### src/rtl/maxpool_2x2_ctrl.sv
// 2x2 max-pool controller: pairs pixels within a row, parks row maxima in a line FIFO.
// Optional `MAXPOOL_RELU_EN clamps negative pooled results to zero.
module maxpool_2x2_ctrl #(
  parameter int DATA_WIDTH = 8,
  parameter int IMG_WIDTH  = 16,
  parameter int IMG_HEIGHT = 16
) (
  input  logic                    clk,
  input  logic                    reset,
  input  logic                    start,
  input  logic                    in_valid,
  input  logic [2*DATA_WIDTH-1:0] data_in,
  output logic                    fifo_rd_clr,
  output logic                    fifo_wr_clr,
  output logic                    fifo_rd_inc,
  output logic                    fifo_wr_inc,
  output logic                    fifo_rd_en,
  output logic                    fifo_wr_en,
  output logic [2*DATA_WIDTH-1:0] fifo_data_in,
  input  logic [2*DATA_WIDTH-1:0] fifo_data_out,
  output logic                    out_valid,
  output logic [2*DATA_WIDTH-1:0] data_out,
  output logic                    frame_done
);

  localparam int PW = 2 * DATA_WIDTH;
  localparam int CW = (IMG_WIDTH > 2) ? $clog2(IMG_WIDTH) : 1;
  localparam int RW = (IMG_HEIGHT > 2) ? $clog2(IMG_HEIGHT) : 1;

  typedef enum logic [1:0] {
    S_IDLE,
    S_EVEN,
    S_ODD,
    S_DONE
  } state_t;

  state_t r_state;

  logic [CW-1:0] r_col;
  logic [RW-1:0] r_row;

  logic signed [PW-1:0] r_hold;
  logic signed [PW-1:0] r_hmax;
  logic signed [PW-1:0] r_pool;

  logic r_clr;
  logic r_p1;
  logic r_last1;
  logic r_ov;
  logic r_fd;

  logic signed [PW-1:0] w_din;
  logic signed [PW-1:0] w_fifo;
  logic signed [PW-1:0] w_hmax;
  logic signed [PW-1:0] w_vmax;
  logic signed [PW-1:0] w_pool;

  logic w_acc;
  logic w_odd_col;
  logic w_col_end;
  logic w_row_end;
  logic w_wr;
  logic w_rd;

  assign w_din  = data_in;
  assign w_fifo = fifo_data_out;

  assign w_acc = in_valid && !reset &&
                 ((r_state == S_EVEN) || (r_state == S_ODD));

  assign w_odd_col = r_col[0];
  assign w_col_end = (r_col == CW'(IMG_WIDTH - 1));
  assign w_row_end = (r_row == RW'(IMG_HEIGHT - 1));

  assign w_hmax = (w_din > r_hold) ? w_din : r_hold;
  assign w_vmax = (w_fifo > r_hmax) ? w_fifo : r_hmax;

`ifdef MAXPOOL_RELU_EN
  assign w_pool = w_vmax[PW-1] ? '0 : w_vmax;
`else
  assign w_pool = w_vmax;
`endif

  assign w_wr = w_acc && (r_state == S_EVEN) && w_odd_col;
  assign w_rd = w_acc && (r_state == S_ODD) && w_odd_col;

  assign fifo_wr_en   = w_wr;
  assign fifo_wr_inc  = w_wr;
  assign fifo_data_in = w_wr ? w_hmax : '0;
  assign fifo_rd_en   = w_rd;
  assign fifo_rd_inc  = w_rd;
  assign fifo_rd_clr  = r_clr || reset;
  assign fifo_wr_clr  = r_clr || reset;

  assign out_valid  = r_ov;
  assign data_out   = r_pool;
  assign frame_done = r_fd;

  always_ff @(posedge clk) begin
    if (reset) begin
      r_state <= S_IDLE;
      r_col   <= '0;
      r_row   <= '0;
      r_hold  <= '0;
      r_hmax  <= '0;
      r_pool  <= '0;
      r_clr   <= 1'b0;
      r_p1    <= 1'b0;
      r_last1 <= 1'b0;
      r_ov    <= 1'b0;
      r_fd    <= 1'b0;
    end else begin
      r_clr   <= 1'b0;
      r_p1    <= w_rd;
      r_last1 <= w_rd && w_col_end && w_row_end;
      r_ov    <= r_p1;
      r_fd    <= r_p1 && r_last1;

      if (r_p1)
        r_pool <= w_pool;
      if (w_rd)
        r_hmax <= w_hmax;
      if (w_acc && !w_odd_col)
        r_hold <= w_din;

      if (w_acc) begin
        r_col <= w_col_end ? '0 : r_col + CW'(1);
        if (w_col_end)
          r_row <= w_row_end ? '0 : r_row + RW'(1);
      end

      // Row parity lives in the state; counters only track position.
      unique case (r_state)
        S_IDLE: begin
          if (start) begin
            r_state <= S_EVEN;
            r_clr   <= 1'b1;
          end
        end
        S_EVEN: begin
          if (w_acc && w_col_end)
            r_state <= S_ODD;
        end
        S_ODD: begin
          if (w_acc && w_col_end) begin
            r_clr   <= 1'b1;
            r_state <= w_row_end ? S_DONE : S_EVEN;
          end
        end
        S_DONE: r_state <= S_IDLE;
      endcase
    end
  end

endmodule

### config.mk
export PLATFORM = sky130hd
export DESIGN_NAME = maxpool_2x2_ctrl
export DESIGN_NICKNAME = d
export VERILOG_FILES = /design/src/rtl/maxpool_2x2_ctrl.sv
export SDC_FILE = /design/constraint.sdc
export NUM_CORES = 1
export LEC_CHECK = 0
export ABC_AREA = 1
export CAP_MARGIN = 20
export CORE_MARGIN = 1
export CORE_UTILIZATION = 35
export DETAILED_ROUTE_END_ITERATION = 6
export GPL_TIMING_DRIVEN = 0
export SETUP_SLACK_MARGIN = 0.4
export SLEW_MARGIN = 40
export SYNTH_ARGS = -nofsm -noshare
export SYNTH_HDL_FRONTEND = slang
export SYNTH_SLANG_ARGS = --single-unit
export TNS_END_PERCENT = 100
### constraint.sdc
create_clock -name clk -period 5.4 [get_ports clk]
set_input_delay 1.62 -clock clk [delete_from_list [all_inputs] [get_ports clk]]
set_output_delay 1.62 -clock clk [all_outputs]
set_load 0.03 [all_outputs]
## Yosys cells after proc, flatten, opt, wreduce, memory -nomap -nowiden

Index checks and enable logic that the tools add are counted.

- Bits of input ports: 36
- Register bits: 63
- Logic and storage cells: 54

- Mux-type cells: 13
- Equal/unequal tests: 8
- $add $sub $neg: 2
- Reduce and logical (&&, ||, !) cells: 18
- $lt $le $gt $ge: 2

Operators with widths:

| cell | count |
|---|---|
| two-way mux 16 bit | 3 |
| > comparator 16 bit | 2 |
| logical AND 1 bit | 11 |
| adder 4 x 1 -> 4 bit, second input constant | 2 |
| equality test 4 bit, second input constant | 2 |
| two-way mux 2 bit | 4 |
| two-way mux 4 bit | 2 |
| case mux 2 bit (4 select lines) | 1 |
| equality test 2 bit, second input constant | 2 |
| != test 2 x 1 -> 1 bit, second input constant | 2 |
| AND reduction 3 bit | 1 |
| equality test 2 x 1 -> 1 bit, second input constant | 1 |
| zero test 1 bit | 2 |
| zero test 2 bit | 1 |
| logical OR 1 bit | 2 |
| two-way mux 1 bit | 2 |
| != test 2 bit, second input constant | 1 |
| case mux 1 bit (2 select lines) | 1 |
| AND reduction 2 bit | 1 |

## Longest topological paths before layout

Gate-level depths: netlist of the first run.

- Depth after elaboration: 7
- Mapped depth: 17

## Worst setup path before layout of the first run

No wires, ideal clock.

- Kind: input to output
- Start: input port reset
- End: output port fifo_data_in[10]
- Stages on the path: 8
- Setup slack: 0.316 ns
- Arrival time: 3.464 ns
- Path through: inv_2 nand3_2 nor2_1 inv_2 nor2_1 inv_1 clkbuf_1 a21oi_1

- Longest elaborated chain between the ends: 6

Ends and longest elaborated chain:

| item | line | source |
|---|---|---|
| start, declared | 9 | `input logic reset,` |
| zero test 1 bit | 68 | `assign w_acc = in_valid && !reset &&` |
| logical AND 1 bit (2 in series) | 68 |  |
| logical AND 1 bit (2 in series) | 84 | `assign w_wr = w_acc && (r_state == S_EVEN) && w_odd_col;` |
| net fifo_wr_en | 18 | `output logic fifo_wr_en,` |
| two-way mux 16 bit | 89 | `assign fifo_data_in = w_wr ? w_hmax : '0;` |
| end, declared | 19 | `output logic [2*DATA_WIDTH-1:0] fifo_data_in,` |

The timed path passes the listed nets, and every way through them passes these cells.

## Worst setup path in the final report of the first run

- Start: input port data_in[13]
- End: output port fifo_data_in[8]

- Longest elaborated chain between the ends: 3

Ends and longest elaborated chain:

| item | line | source |
|---|---|---|
| start, declared | 12 | `input logic [2*DATA_WIDTH-1:0] data_in,` |
| > comparator 16 bit | 75 | `assign w_hmax = (w_din > r_hold) ? w_din : r_hold;` |
| two-way mux 16 bit | 75 |  |
| two-way mux 16 bit | 89 |  |

Every way passes these cells.

==> metrics.txt, run 1 <==
mapped cell area around 3900 sq um; hold buffer count at cts 0; row cnt 38; H-tree level count 3; Worst Reg-to-Reg Cells 30; maximum vdd drop between 100 and 150 uV; gr ovfl total 0; post-synth cell types 32; leakage about 2.5 nW; chip height ~110 um; Setup crit end kind output port; Fin. Hold Viols 0; Ant. Diodes 0; worst min-delay path startpoint r_last1; Synth Flop Type dfxtp_1; Bufs on Longest Clock Path 2; asr flop ratio synth 0; Initial DRT Pass Iterations 7; Filler Cell Count 950; PnR Total Power 0.001713 W; average size of a mapped cell between 7 and 8 sq um; most common library cells after synthesis nand2_1, inv_1, a21oi_1, dfxtp_1, ha_1; Initial Utilization 0.3603; top-count cell post-synth nand2_1; Clock Sinks 63; Clk pwr share 0.252; DR WL met2 ~6000 um; Period minus WS final 5.198 ns; routed via count roughly 4200; multi-input logic area approximately 2700 sq um; highest metal used met4; Slew headroom 0.5955; RSZ-0062 raised after global routing true; CTS root buf clkbuf_8; flop2flop setup slack 1.04 ns; status finished, final reports clean; Met3 Wirelength roughly 700 um; WS Path Type input port to output port; initial antenna violation count 0; hold endpoint frame_done; Max Clock Freq about 190 MHz; via/cell ratio between 5 and 6; DRC viols 0; WHS Path Cells 2; CORE AREA approximately 11000 sq um; ANT nets after route 0; number of port buffers 75; initial DRC count approximately 270; Met1 Wirelength approximately 5200 um; min-delay worst type flop to flop; switching part of the total 0.3643; worst-path maximum fanout 5; register area between 1000 and 1500 sq um; fin. max-slew vios 0; placed cell count about 760; max_cap viols 0; Final HPWL DP about 8000 um; Post-Syn Instances 547; internal power roughly 0.0011 W; Tcrit/Tclk final 0.9627; vias in the first global route a little under 4000; Num CTS Buffers 9; Post-synth EDFFs 0; synth top area cells dfxtp_1, ha_1, a21oi_1, nand2_1, inv_1; Layout Area Growth over Synthesis 52.92%; Net count, final between 700 and 800; average wire per standard cell around 15 um; worst slew pin tran about 0.6 ns; Net Count, Synth just over 600; Seq/Total Area, Yosys 0.3215; Die ar. ~12000 sq um; Psw 0.0006242 W; R2R Path End r_hmax[6]; Final GP Congestion a little under 0.9; fin cells 822; post-synth top area share 0.3215; die width between 100 and 150 um; Ports 76; Synth area leader dfxtp_1; layout cell share with drive strength beyond 1 0.3211; register share of total power 0.314; total global-route track usage 0.2081; skew final ~0.012 ns; first-pass GRT wire length between 15000 and 20000 um; Worst Path Arrival approximately 3.6 ns; Synth Warn # 0; Worst Path Required approximately 3.8 ns; largest net degree at the start of global routing 12; flops & latches, synth 63; combinational share of power 0.434; drt total wl ~12000 um; pwr dens between 200 and 300 nW/um^2; final setup violation count 0; Worst setup SP type input port; clock slew at reported path FFs approximately 0.060 ns; CTS tree yes; FF-to-FF Start r_hold[15]; Clk Latency, worst-skew pair between 0.3 and 0.4 ns
==> area by class of cell <==
class,count,share of cell area
multi-input combinational,370,0.4472
sequential,63,0.2103
timing repair buffer,119,0.1961
inverter,89,0.05569
tap,140,0.02920
buffer,26,0.02879
clock buffer,11,0.02524
clock inverter,4,0.007509
==> worst max-delay path: stages <==
cell and delay [ns]:
buf_8 0.11, ha_4 0.26, nand4_1 0.23, nor2_4 0.28, nand2_4 0.10, nand3_4 0.10
buf_6 0.13, buf_8 0.12, buf_6 0.09, nand4_1 0.18, a21oi_4 0.21, buf_6 0.15
==> placed cells by master, fill, tap and decap left out, types with 2 or more instances in the layout <==
cell and count:
or2_2 2, ha_4 12, nand3_4 5, buf_8 4
buf_6 26, dlygate4sd2_1 2, a21oi_1 56, nand2_2 22
clkbuf_1 10, o21ai_2 2, nand2_4 12, nor2_2 2
ha_1 24, nor2_1 20, nand3_2 14, a21oi_4 9
nand3_1 26, dfxtp_1 63, clkbuf_8 12, o21ai_0 20
a21oi_2 18, clkdlybuf4s15_2 2, inv_2 7, clkdlybuf4s50_1 38
buf_2 11, nand2_1 74, nor2_4 5, xor2_1 2
clkinv_2 3, buf_12 4, nand4_1 36, buf_4 40
inv_1 81, clkbuf_2 2
==> cell families after synthesis <==
group,after synthesis,synth area share
simple gates,219,0.2826
buf+inv,115,0.1190
compound gates,111,0.1544
flops,63,0.3215
fa+ha+maj,37,0.1180
xor+xnor,2,0.004467
==> state kept, by name, indices dropped and copies added, names as in the netlist <==
name and count:
r_state 2, r_last1 1, r_col 4, frame_done 1, out_valid 1, data_out 16
r_p1 1, r_hold 16, r_row 4, r_clr 1, r_hmax 16
==> per-stage QoR <==
step	worst slack, ns	TNS (ns)	hold slack, ns	util	area [sq um]
finish	0.2017	0	0.4415	0.5509	5998
global route	0.1279	0	0.4664	0.5509	5998
CTS	0.3785	0	0.4465	0.5164	5623
detailed placement	-0.7551	-10.44	0.4372	0.4453	4848
global placement	-0.7471	-10.37	0.4417	0.4453	4848
floorplan	0.3159	0	0.4045	-	3923
==> power groups by stage <==
stage | sequential, W | combinational [W] | clock, W
final | 0.000538 | 0.000744 | 0.000431
after global routing | 0.000541 | 0.000799 | 0.000455
after CTS | 0.000530 | 0.000593 | 0.000432
after detailed placement | 0.000536 | 0.000381 | 0
after global placement | 0.000535 | 0.000373 | 0
after floorplan | 0.000531 | 0.000275 | 0
==> layer usage <==
metal,vias to the layer above,global-route usage
met2,177,0.3539
met5,-,0
met1,1893,0.2522
met4,0,0.1096
li1,2081,-
met3,46,0.03027
==> repair_timing <==
action,CTS,global route
setup endpoints to repair,22,20
buffers inserted,30,11
pin swaps,37,35
resized for setup,245,76
gates cloned,3,1
==> worst max-delay path by stage <==
stage                           start          endpoint  slack, ns  depth (start not counted)
after CTS                  data_in[9]         r_hmax[6]       0.38                         33
final                     data_in[13]   fifo_data_in[8]       0.20                         12
after global routing      data_in[15]   fifo_data_in[8]       0.13                         12
after floorplan                 reset  fifo_data_in[10]       0.32                          8
after detailed placement  data_in[15]   fifo_data_in[6]      -0.76                          9
after global placement    data_in[15]  fifo_data_in[13]      -0.75                         10
Note: power is estimated with default switching activity, not from simulation.
==> run 2, diff against run 1 <==
Settings changed: CTS_BUF_LIST set to sky130_fd_sc_hd__clkbuf_4, CTS_CLUSTER_SIZE set to 28.
==> run 2 against run 1 <==
Via count fell by 1.2%. Die area did not move. Worst setup slack improved by 0.017 ns. Non-clock buffer count decreased by 4. Sequential power is essentially flat.
==> metrics.txt, run 2 (synthesis results as in run 1) <==
status finished, final reports clean; leakage 2.435 nW (-3.3%); most frequent cells in the layout inv_1, nand2_1, dfxtp_1; Clk pwr share 0.204 (-0.048); Worst setup SP type input port; row cnt 38 (unchanged); highest metal used met4; gr ovfl total 0 (unchanged); pwr dens 269.1 nW/um^2 (-5.8%); internal power 0.0009741 W (-11%); combinational share of power 0.456 (+0.022); worst hold margin 0.4457 ns (+0.004190 ns); drt total wl 12220 um (-1.6%); Finished Core Util 0.5368 (-0.01414); Psw 0.0005983 W (-4.1%); Worst Path Required 3.78 ns (about the same); Slew headroom 0.5955 (unchanged); fin. max-slew vios 0 (unchanged); routed via count 4147 (-1.2%); CP Cell Sequence buf_2 > ha_4 > nand2_1 > inv_1 > nor2_1 > o21a_1 > nand2_2 > nand2_4 > nand2_4 > nand2_4 > buf_6 > buf_6 > nand4_1 > buf_4 > a21oi_4 > buf_6; ANT nets after route 0 (unchanged); maximum vdd drop 116.1 uV (-2.7%); Die ar. 11630 sq um (unchanged); Ant. Diodes 0 (unchanged); CORE AREA 10890 sq um (unchanged); H-tree level count 3 (unchanged); DP Worst Slack -0.7551 ns (unchanged); RSZ-0062 raised after global routing true; initial DRC count 293 (+6.9%); die width 107.9 um (unchanged); CP peak stage delay 0.22 ns (-0.06 ns); Tcrit/Tclk final 0.9594 (-0.003211); Initial DRT Pass Iterations 5 (-2); Bufs on Longest Clock Path 2 (unchanged); Initial Utilization 0.3603 (unchanged); total global-route track usage 0.2035 (-0.004556); average wire per standard cell 14.94 um (-1.2%); Setup crit end kind output port; Clk Latency, worst-skew pair 0.42 ns (+0.06 ns); WS Path Type input port to output port; Layout Area Growth over Synthesis 49.00%; via/cell ratio 5.070 (-0.71%); clock slew at reported path FFs 0.10 ns (+0.04 ns); CTS tree yes; Num CTS Buffers 9 (unchanged); first-pass GRT wire length 18420 um (-1.5%); chip height 107.9 um (unchanged); slowest CP cell ha_4; final setup violation count 0 (unchanged); setup tns final 0 ns (unchanged); Net count, final 747 (-0.53%); Worst path top cell family by delay buffers and inverters; Clock Sinks 63 (unchanged); CTS root buf clkbuf_4; CP bufs+invs 6 (+1); Final HPWL DP 7768 um (unchanged); hold buffer count at cts 0 (unchanged); worst-path maximum fanout 5 (unchanged); commonest non-fill, non-tap cell in the layout inv_1; DRC viols 0 (unchanged); number of port buffers 75 (unchanged); largest net degree at the start of global routing 12 (unchanged); final setup margin 0.2190 ns (+0.01734 ns); min-delay worst type flop to flop; max_cap viols 0 (unchanged); PnR Total Power 0.001572 W (-8.2%); Ports 76 (unchanged); worst slew pin tran 0.6067 ns (+0.000001192 ns); vias in the first global route 3917 (-0.73%); switching part of the total 0.3805 (+0.01617); register share of total power 0.340 (+0.026); Met3 Wirelength 631 um (-9.9%); Worst Path Arrival 3.56 ns (-0.02 ns); skew final 0.02402 ns (+0.01219 ns); Final GP Congestion 0.8695 (unchanged); initial antenna violation count 0 (unchanged); Period minus WS final 5.181 ns (-0.01734 ns); Met1 Wirelength 5176 um (-0.44%); Fin. Hold Viols 0 (unchanged); layout cell share with drive strength beyond 1 0.3068 (-0.01433); Max Clock Freq 193.0 MHz (+0.33%); DR WL met2 5988 um (-0.70%)
## run 2: cell types whose count changed in the layout (fill, tap and decap cells not counted), sizes merged
cell    delta
clkbuf     -1
clkinv     +2
buf        -5
## run 2: cell type report
class	instances	area, sq um
sequential	63	1261
inverter	89	334.1
fill	991	5044
multi-input combinational	370	2653
timing repair buffer	115	1129
tap	140	175.2
buffer	26	172.7
clock buffer	9	67.56
clock inverter	6	52.55
## run 2: stage by stage
stage               area, sq um  std cells
floorplan                  3923        547
global placement           4848        762
detailed placement         4848        762
CTS                        5559        810
global route               5844        818
finish                     5844        818
## run 2: power groups by stage
| stage | Combinational, W | Sequential (W) | Clock (W) |
|---|---|---|---|
| 2_1_floorplan | 0.000275 | 0.000531 | 0 |
| 3_3_place_gp | 0.000373 | 0.000535 | 0 |
| 3_5_place_dp | 0.000381 | 0.000536 | 0 |
| 4_1_cts | 0.000595 | 0.000530 | 0.000319 |
| 5_1_grt | 0.000770 | 0.000538 | 0.000350 |
| 6_report | 0.000716 | 0.000535 | 0.000321 |
## run 2: repair_timing
action	in CTS	in global routing
pin swaps	38	34
setup buffers	30	7
resized for setup	246	59
cloned	3	1
endpoints found under the setup margin	22	20
## run 2: worst reg2reg max path, delay by kind of cell, from the launching register on
| family | cells | cell delay (ns) |
|---|---|---|
| simple gates | 9 | 0.79 |
| fa+ha+maj | 1 | 0.26 |
| flops | 1 | 0.41 |
| compound gates | 1 | 0.15 |
| buf+inv | 23 | 2.68 |
## run 2: worst paths after layout
check | from | to | slack, ns | cells past startpoint
max | data_in[7] | fifo_data_in[6] | 0.22 | 16
min | r_last1 | frame_done | 0.45 | 2
max reg2reg | r_hold[7] | r_hmax[6] | 1.07 | 34
min reg2reg | r_last1 | frame_done | 0.45 | 2
## run 2: layer usage
layer | up-vias | GRT usage
met3 | 36 | 0.02966
met2 | 153 | 0.3521
met1 | 1879 | 0.2476
met5 | - | 0
met4 | 0 | 0.09198
li1 | 2079 | -
